## src/rtl/col_parity_pkg.sv

```systemverilog
// Shared types and constants for the column-parity engine.
// The optional theta-D result stage is selected with the macro COL_PARITY_THETA_D_EN.
package col_parity_pkg;

  localparam int NUM_LANES = 25;
  localparam int NUM_COLS  = 5;
  localparam int READ_LAT  = 1;

  localparam int LANE_BITS = 5;
  localparam int COL_BITS  = 3;

  typedef logic [LANE_BITS-1:0] lane_t;
  typedef logic [COL_BITS-1:0]  col_t;

  localparam lane_t LANE_LAST = lane_t'(NUM_LANES - 1);
  localparam col_t  COL_LAST  = col_t'(NUM_COLS - 1);

  typedef enum logic [2:0] {
    ST_IDLE,
    ST_READ,
    ST_TAIL,
    ST_WRITE,
    ST_DONE
  } state_t;

  // Mod-5 column step; wraps 4 -> 0 without any division.
  function automatic col_t col_inc(input col_t c);
    return (c == COL_LAST) ? '0 : c + col_t'(1);
  endfunction

endpackage

```

## src/rtl/col_parity_acc.sv

```systemverilog
// Five-column XOR accumulator bank with result selection.
// With COL_PARITY_THETA_D_EN defined the result is C[x-1] ^ rotl(C[x+1], 1); otherwise C[x].
module col_parity_acc
  import col_parity_pkg::*;
#(
  parameter int LANE_W = 64
) (
  input  logic              clk,
  input  logic              rst,
  input  logic              clear,
  input  logic              acc_en,
  input  col_t              acc_col,
  input  logic [LANE_W-1:0] acc_data,
  input  col_t              sel_col,
  output logic [LANE_W-1:0] result
);

  logic [LANE_W-1:0] c_q     [NUM_COLS];
  logic [LANE_W-1:0] col_val [NUM_COLS];

  always_ff @(posedge clk) begin
    // NOTE: this small register bank is reset explicitly; it is flops, not a RAM, and every job must start from zero.
    if (rst || clear) begin
      for (int i = 0; i < NUM_COLS; i++) c_q[i] <= '0;
    end else if (acc_en) begin
      for (int i = 0; i < NUM_COLS; i++) begin
        if (acc_col == col_t'(i)) c_q[i] <= c_q[i] ^ acc_data;
      end
    end
  end

`ifdef COL_PARITY_THETA_D_EN
  for (genvar x = 0; x < NUM_COLS; x++) begin : g_theta
    localparam int PREV = (x + NUM_COLS - 1) % NUM_COLS;
    localparam int NEXT = (x + 1) % NUM_COLS;
    assign col_val[x] = c_q[PREV] ^ {c_q[NEXT][LANE_W-2:0], c_q[NEXT][LANE_W-1]};
  end
`else
  for (genvar x = 0; x < NUM_COLS; x++) begin : g_plain
    assign col_val[x] = c_q[x];
  end
`endif

  always_comb begin
    result = '0;
    for (int i = 0; i < NUM_COLS; i++) begin
      if (sel_col == col_t'(i)) result = col_val[i];
    end
  end

endmodule

```

## src/rtl/col_parity_engine.sv

```systemverilog
// Column-parity job engine: reads 25 lanes, folds them into five column parities, writes five results.
// Build option: define COL_PARITY_THETA_D_EN to emit theta-D column values instead of raw parities.
module col_parity_engine
  import col_parity_pkg::*;
#(
  parameter int LANE_W = 64,
  parameter int IDX_W  = 10
) (
  input  logic               clk,
  input  logic               rst,
  input  logic               start,
  input  logic [IDX_W-1:0]   file_index,
  output logic               finish,
  output logic               busy,
  output logic               rd_en,
  output logic [IDX_W+4:0]   rd_addr,
  input  logic [LANE_W-1:0]  rd_data,
  output logic               wr_en,
  output logic [IDX_W+2:0]   wr_addr,
  output logic [LANE_W-1:0]  wr_data
);

  state_t           state_q, state_d;
  logic [IDX_W-1:0] idx_q;
  lane_t            lane_q;
  col_t             col_q;
  logic             acc_en_q;
  col_t             acc_col_q;
  logic             accept;

  assign accept = start && ((state_q == ST_IDLE) || (state_q == ST_DONE));

  // NOTE: every output and next-state variable gets a default first so no latch is inferred.
  always_comb begin
    state_d = state_q;
    rd_en   = 1'b0;
    wr_en   = 1'b0;
    busy    = 1'b0;
    finish  = 1'b0;
    case (state_q)
      ST_IDLE: begin
        if (accept) state_d = ST_READ;
      end
      ST_READ: begin
        rd_en = 1'b1;
        busy  = 1'b1;
        if (lane_q == LANE_LAST) state_d = ST_TAIL;
      end
      ST_TAIL: begin
        busy    = 1'b1;
        state_d = ST_WRITE;
      end
      ST_WRITE: begin
        wr_en = 1'b1;
        busy  = 1'b1;
        if (col_q == COL_LAST) state_d = ST_DONE;
      end
      ST_DONE: begin
        finish = 1'b1;
        if (accept) state_d = ST_READ;
      end
      default: state_d = ST_IDLE;
    endcase
  end

  // NOTE: sequential state uses non-blocking assignments so all flops update together at the edge.
  always_ff @(posedge clk) begin
    if (rst) begin
      state_q   <= ST_IDLE;
      idx_q     <= '0;
      lane_q    <= '0;
      col_q     <= '0;
      acc_en_q  <= 1'b0;
      acc_col_q <= '0;
    end else begin
      state_q   <= state_d;
      acc_en_q  <= rd_en;
      acc_col_q <= col_q;
      if (accept) begin
        idx_q  <= file_index;
        lane_q <= '0;
        col_q  <= '0;
      end else if (state_q == ST_READ) begin
        lane_q <= (lane_q == LANE_LAST) ? '0 : lane_q + lane_t'(1);
        col_q  <= col_inc(col_q);
      end else if (state_q == ST_WRITE) begin
        col_q  <= col_inc(col_q);
      end
    end
  end

  // Lane data lags rd_en by one cycle, so the accumulator uses the delayed strobe and column.
  col_parity_acc #(
    .LANE_W (LANE_W)
  ) u_acc (
    .clk      (clk),
    .rst      (rst),
    .clear    (accept),
    .acc_en   (acc_en_q),
    .acc_col  (acc_col_q),
    .acc_data (rd_data),
    .sel_col  (col_q),
    .result   (wr_data)
  );

  assign rd_addr = {idx_q, lane_q};
  assign wr_addr = {idx_q, col_q};

endmodule

```

## config.mk

```make
export PLATFORM = sky130hd
export DESIGN_NAME = col_parity_engine
export DESIGN_NICKNAME = d
export VERILOG_FILES = /design/src/rtl/col_parity_pkg.sv /design/src/rtl/col_parity_acc.sv /design/src/rtl/col_parity_engine.sv
export SDC_FILE = /design/constraint.sdc
export NUM_CORES = 1
export LEC_CHECK = 0
export BUFFER_PORTS_ARGS = -buffer_cell sky130_fd_sc_hd__buf_4
export CAP_MARGIN = 20
export CORE_MARGIN = 2
export CORE_UTILIZATION = 35
export CTS_BUF_LIST = sky130_fd_sc_hd__clkbuf_16
export DETAILED_ROUTE_END_ITERATION = 6
export PLACE_DENSITY_LB_ADDON = 0.05
export SETUP_SLACK_MARGIN = 0.05
export SLEW_MARGIN = 20
export SYNTH_ARGS = -nofsm -noshare
export SYNTH_HDL_FRONTEND = slang
export SYNTH_SLANG_ARGS = --single-unit
export TNS_END_PERCENT = 5
```

## constraint.sdc

```tcl
create_clock -name clk -period 5.75 [get_ports clk]
set_clock_uncertainty 0.05 [all_clocks]
set_input_delay 1.15 -clock clk [delete_from_list [all_inputs] [get_ports clk]]
set_output_delay 1.15 -clock clk [all_outputs]
set_load 0.05 [all_outputs]
```

==> results.ini <==
[status]
status = finished clean

[synthesis]
synth_top_cell_by_area = edfxtp_1
synth_area_per_cell_um2 = 11.3
postSynthCellCount = 1584
synth_area_leaders = edfxtp_1, xnor2_1, nor2_1, a221o_1, dfxtp_1
synth-async-reset-ratio_pct = 0
synth-edff-count = 320
synth.distinct_cells = 36
post-synth-top-area-fraction_pct = 53.7
ys_seq_elements = 345
synth_area_um2 = 17900
synth.net_count = 1668
seq_area_frac_synth_pct = 56.5
ys_warn_count = 0
synth_flop_cell = edfxtp_1

[setup_path]
path_class = reg -> out
cp_max_fo = 36
endpoint_kind = primary output
path_buf_inv = 2
crit_family = simple AND/OR/NAND/NOR gates
required_ps = 4550
cpPeakStageDelay_ps = 790
crit_chain = ha_1, ha_1, or2_2, buf_4, a211oi_1, a221o_1, buf_4
critPathSlowestCell = or2_2
start_kind = flop
arrival_ps = 3300

[floorplanning]
start_util_pct = 35.5
io_pins = 173
fp.coreArea_um2 = 50400
die_area_um2 = 53000
die_height_um = 230
dieWidth_um = 230
rows = 82

[placement]
io_buffer_count = 172
gp_congestion = 0.717
place_ws_ps = 1750
dp.cells = 2277
place_hpwl_um = 25600
placed_area_um2 = 19500

[final_layout]
syn_to_final_growth_pct = 16.6
drive_above_1_share_pct = 15.5
final_nets = 1736
finalInstanceArea_um2 = 20900
final_common_cell = nor2_1
final_cell_mix = nor2_1, xnor2_1, edfxtp_1
stdcell_count = 2358

[min_path]
min_path_type = reg -> reg

[clock_network]
holdBufCountCts = 0
cts_root_buffer = clkbuf_16
cts_tree = yes
clk_pin_slew_ps = 60
cts_buffer_depth = 3
clk_latency_ps = 560
post_cts_buffers = 0
cts_sinks = 345
cts.repair.resized = 0
numCtsBuffers = 44
htree_levels = 2

[power]
cellLeakagePower_nw = 7.35
powerDensity_nw_per_um2 = 334
ir_drop_uv = 186
intPower_mw = 4.97
p_sw_mw = 2.01
power_mw = 6.98
power_frac_seq_pct = 44.8
combinationalPowerShare_pct = 18.5
p_clk_share_pct = 36.8
p_sw_share_pct = 28.8

[timing]
finalHoldViolCount = 0
setup_slack_ps = 1250
timing.slew.headroom_pct = 31.5
period_needed_ps = 4500
rsz0062_at_grt = no
max_freq_ghz = 0.222
setup_violations = 0
drv_slew = 0
post-route-period-util_pct = 78.3
worst_pin_slew_ps = 1030

[global_routing]
antenna_found_initial = 1
grt_first_pass_wirelength_um = 71600
grt_max_degree = 167
grt_overflow = 0
grt_pass1_vias = 11800
grt_use_total_pct = 17.1

[job]
cap_viol_max_count = 0

[drt]
wire_per_inst_um = 19.2
drc = 0
antenna_left = 0
drt-total-wl_um = 45300
viasPerCell = 4.98
drt_iter0_drc = 874
num_vias = 11700
firstDrtPassIters = 5

worst paths after layout:
check,from,end,slack [ps],cells after the start
setup / recovery,col_q[0]$_SDFFE_PP0P_,wr_data[49],1250,7
setup reg to reg,state_q[1]$_SDFFE_PP0P_,u_acc.c_q[0][150]$_SDFFCE_PN0P_,2750,5
hold / removal,idx_q[8]$_SDFFE_PP0P_,idx_q[8]$_SDFFE_PP0P_,420,2
hold reg to reg,idx_q[8]$_SDFFE_PP0P_,idx_q[8]$_SDFFE_PP0P_,420,2
power groups by stage:
stage | clock network, mW | registers [mW] | logic (mW)
global placement | 0 | 3.17 | 1.29
global route | 2.74 | 3.16 | 1.39
detailed placement | 0 | 3.17 | 1.30
CTS | 2.66 | 3.13 | 1.31
finish | 2.57 | 3.13 | 1.29
floorplan | 0 | 3.19 | 0.931
cells by family after synthesis:
logic type	Yosys count	share of synthesized area, %
buffers and inverters	179	4.83
muxes	2	0.112
and+or+nand+nor	509	13.4
xor gates and xnor gates	320	15.7
adders and majority gates	7	0.489
AOI/OAI and AO/OA	222	9.07
DFF	345	56.5
metrics by stage:
step / setup TNS, ps / hold slack, ps / utilization (%)
global route: 0 / 445 / 41.4
finish: 0 / 424 / 41.5
global placement: 0 / 412 / 38.6
detailed placement: 0 / 420 / 38.8
CTS: 0 / 428 / 41.4
floorplan: -1750 / 458 / -
metal layers:
metal	wire (µm)	up-vias	global-route usage (%)
met5	0	-	0
met4	910	0	4.78
met3	1830	59	2.75
met2	20900	219	27.0
met1	21700	5846	24.4
li1	-	5612	-
registers in the layout, indices dropped and copies added, names as in the netlist:
signal,flops
acc_en_q,1
u_acc.c_q,320
idx_q,10
acc_col_q,3
state_q,3
lane_q,5
col_q,3
cell usage after synthesis (3+ instances only):
library cell / number
a311oi_1: 3
o21ai_0: 5
clkbuf_1: 40
a21oi_1: 78
inv_1: 6
nor2b_1: 66
nand2_1: 25
ha_1: 7
a211oi_1: 64
edfxtp_1: 320
dfxtp_1: 25
xnor2_1: 320
buf_1: 67
nor2_1: 330
a221o_1: 64
buf_4: 44
nand2b_1: 7
nand3b_1: 64
nand3_1: 4
buf_2: 22
tightest hold or removal path: cells and delay by family (launching register included):
kind | cells | cell delay (ps)
AOI/OAI and AO/OA | 1 | 50
and+or+nand+nor | 1 | 60
DFF | 1 | 320
area by class of cell:
cell class | count | area (µm²)
clock buffers | 45 | 1130
diodes | 1 | 2.50
flip-flops and latches | 345 | 10100
inverters | 6 | 22.5
clock inverters | 34 | 186
well taps | 672 | 841
fillers | 4887 | 29500
multi-input cells | 1060 | 7040
repair buffers | 195 | 1560
(Power assumes the default switching activity.)
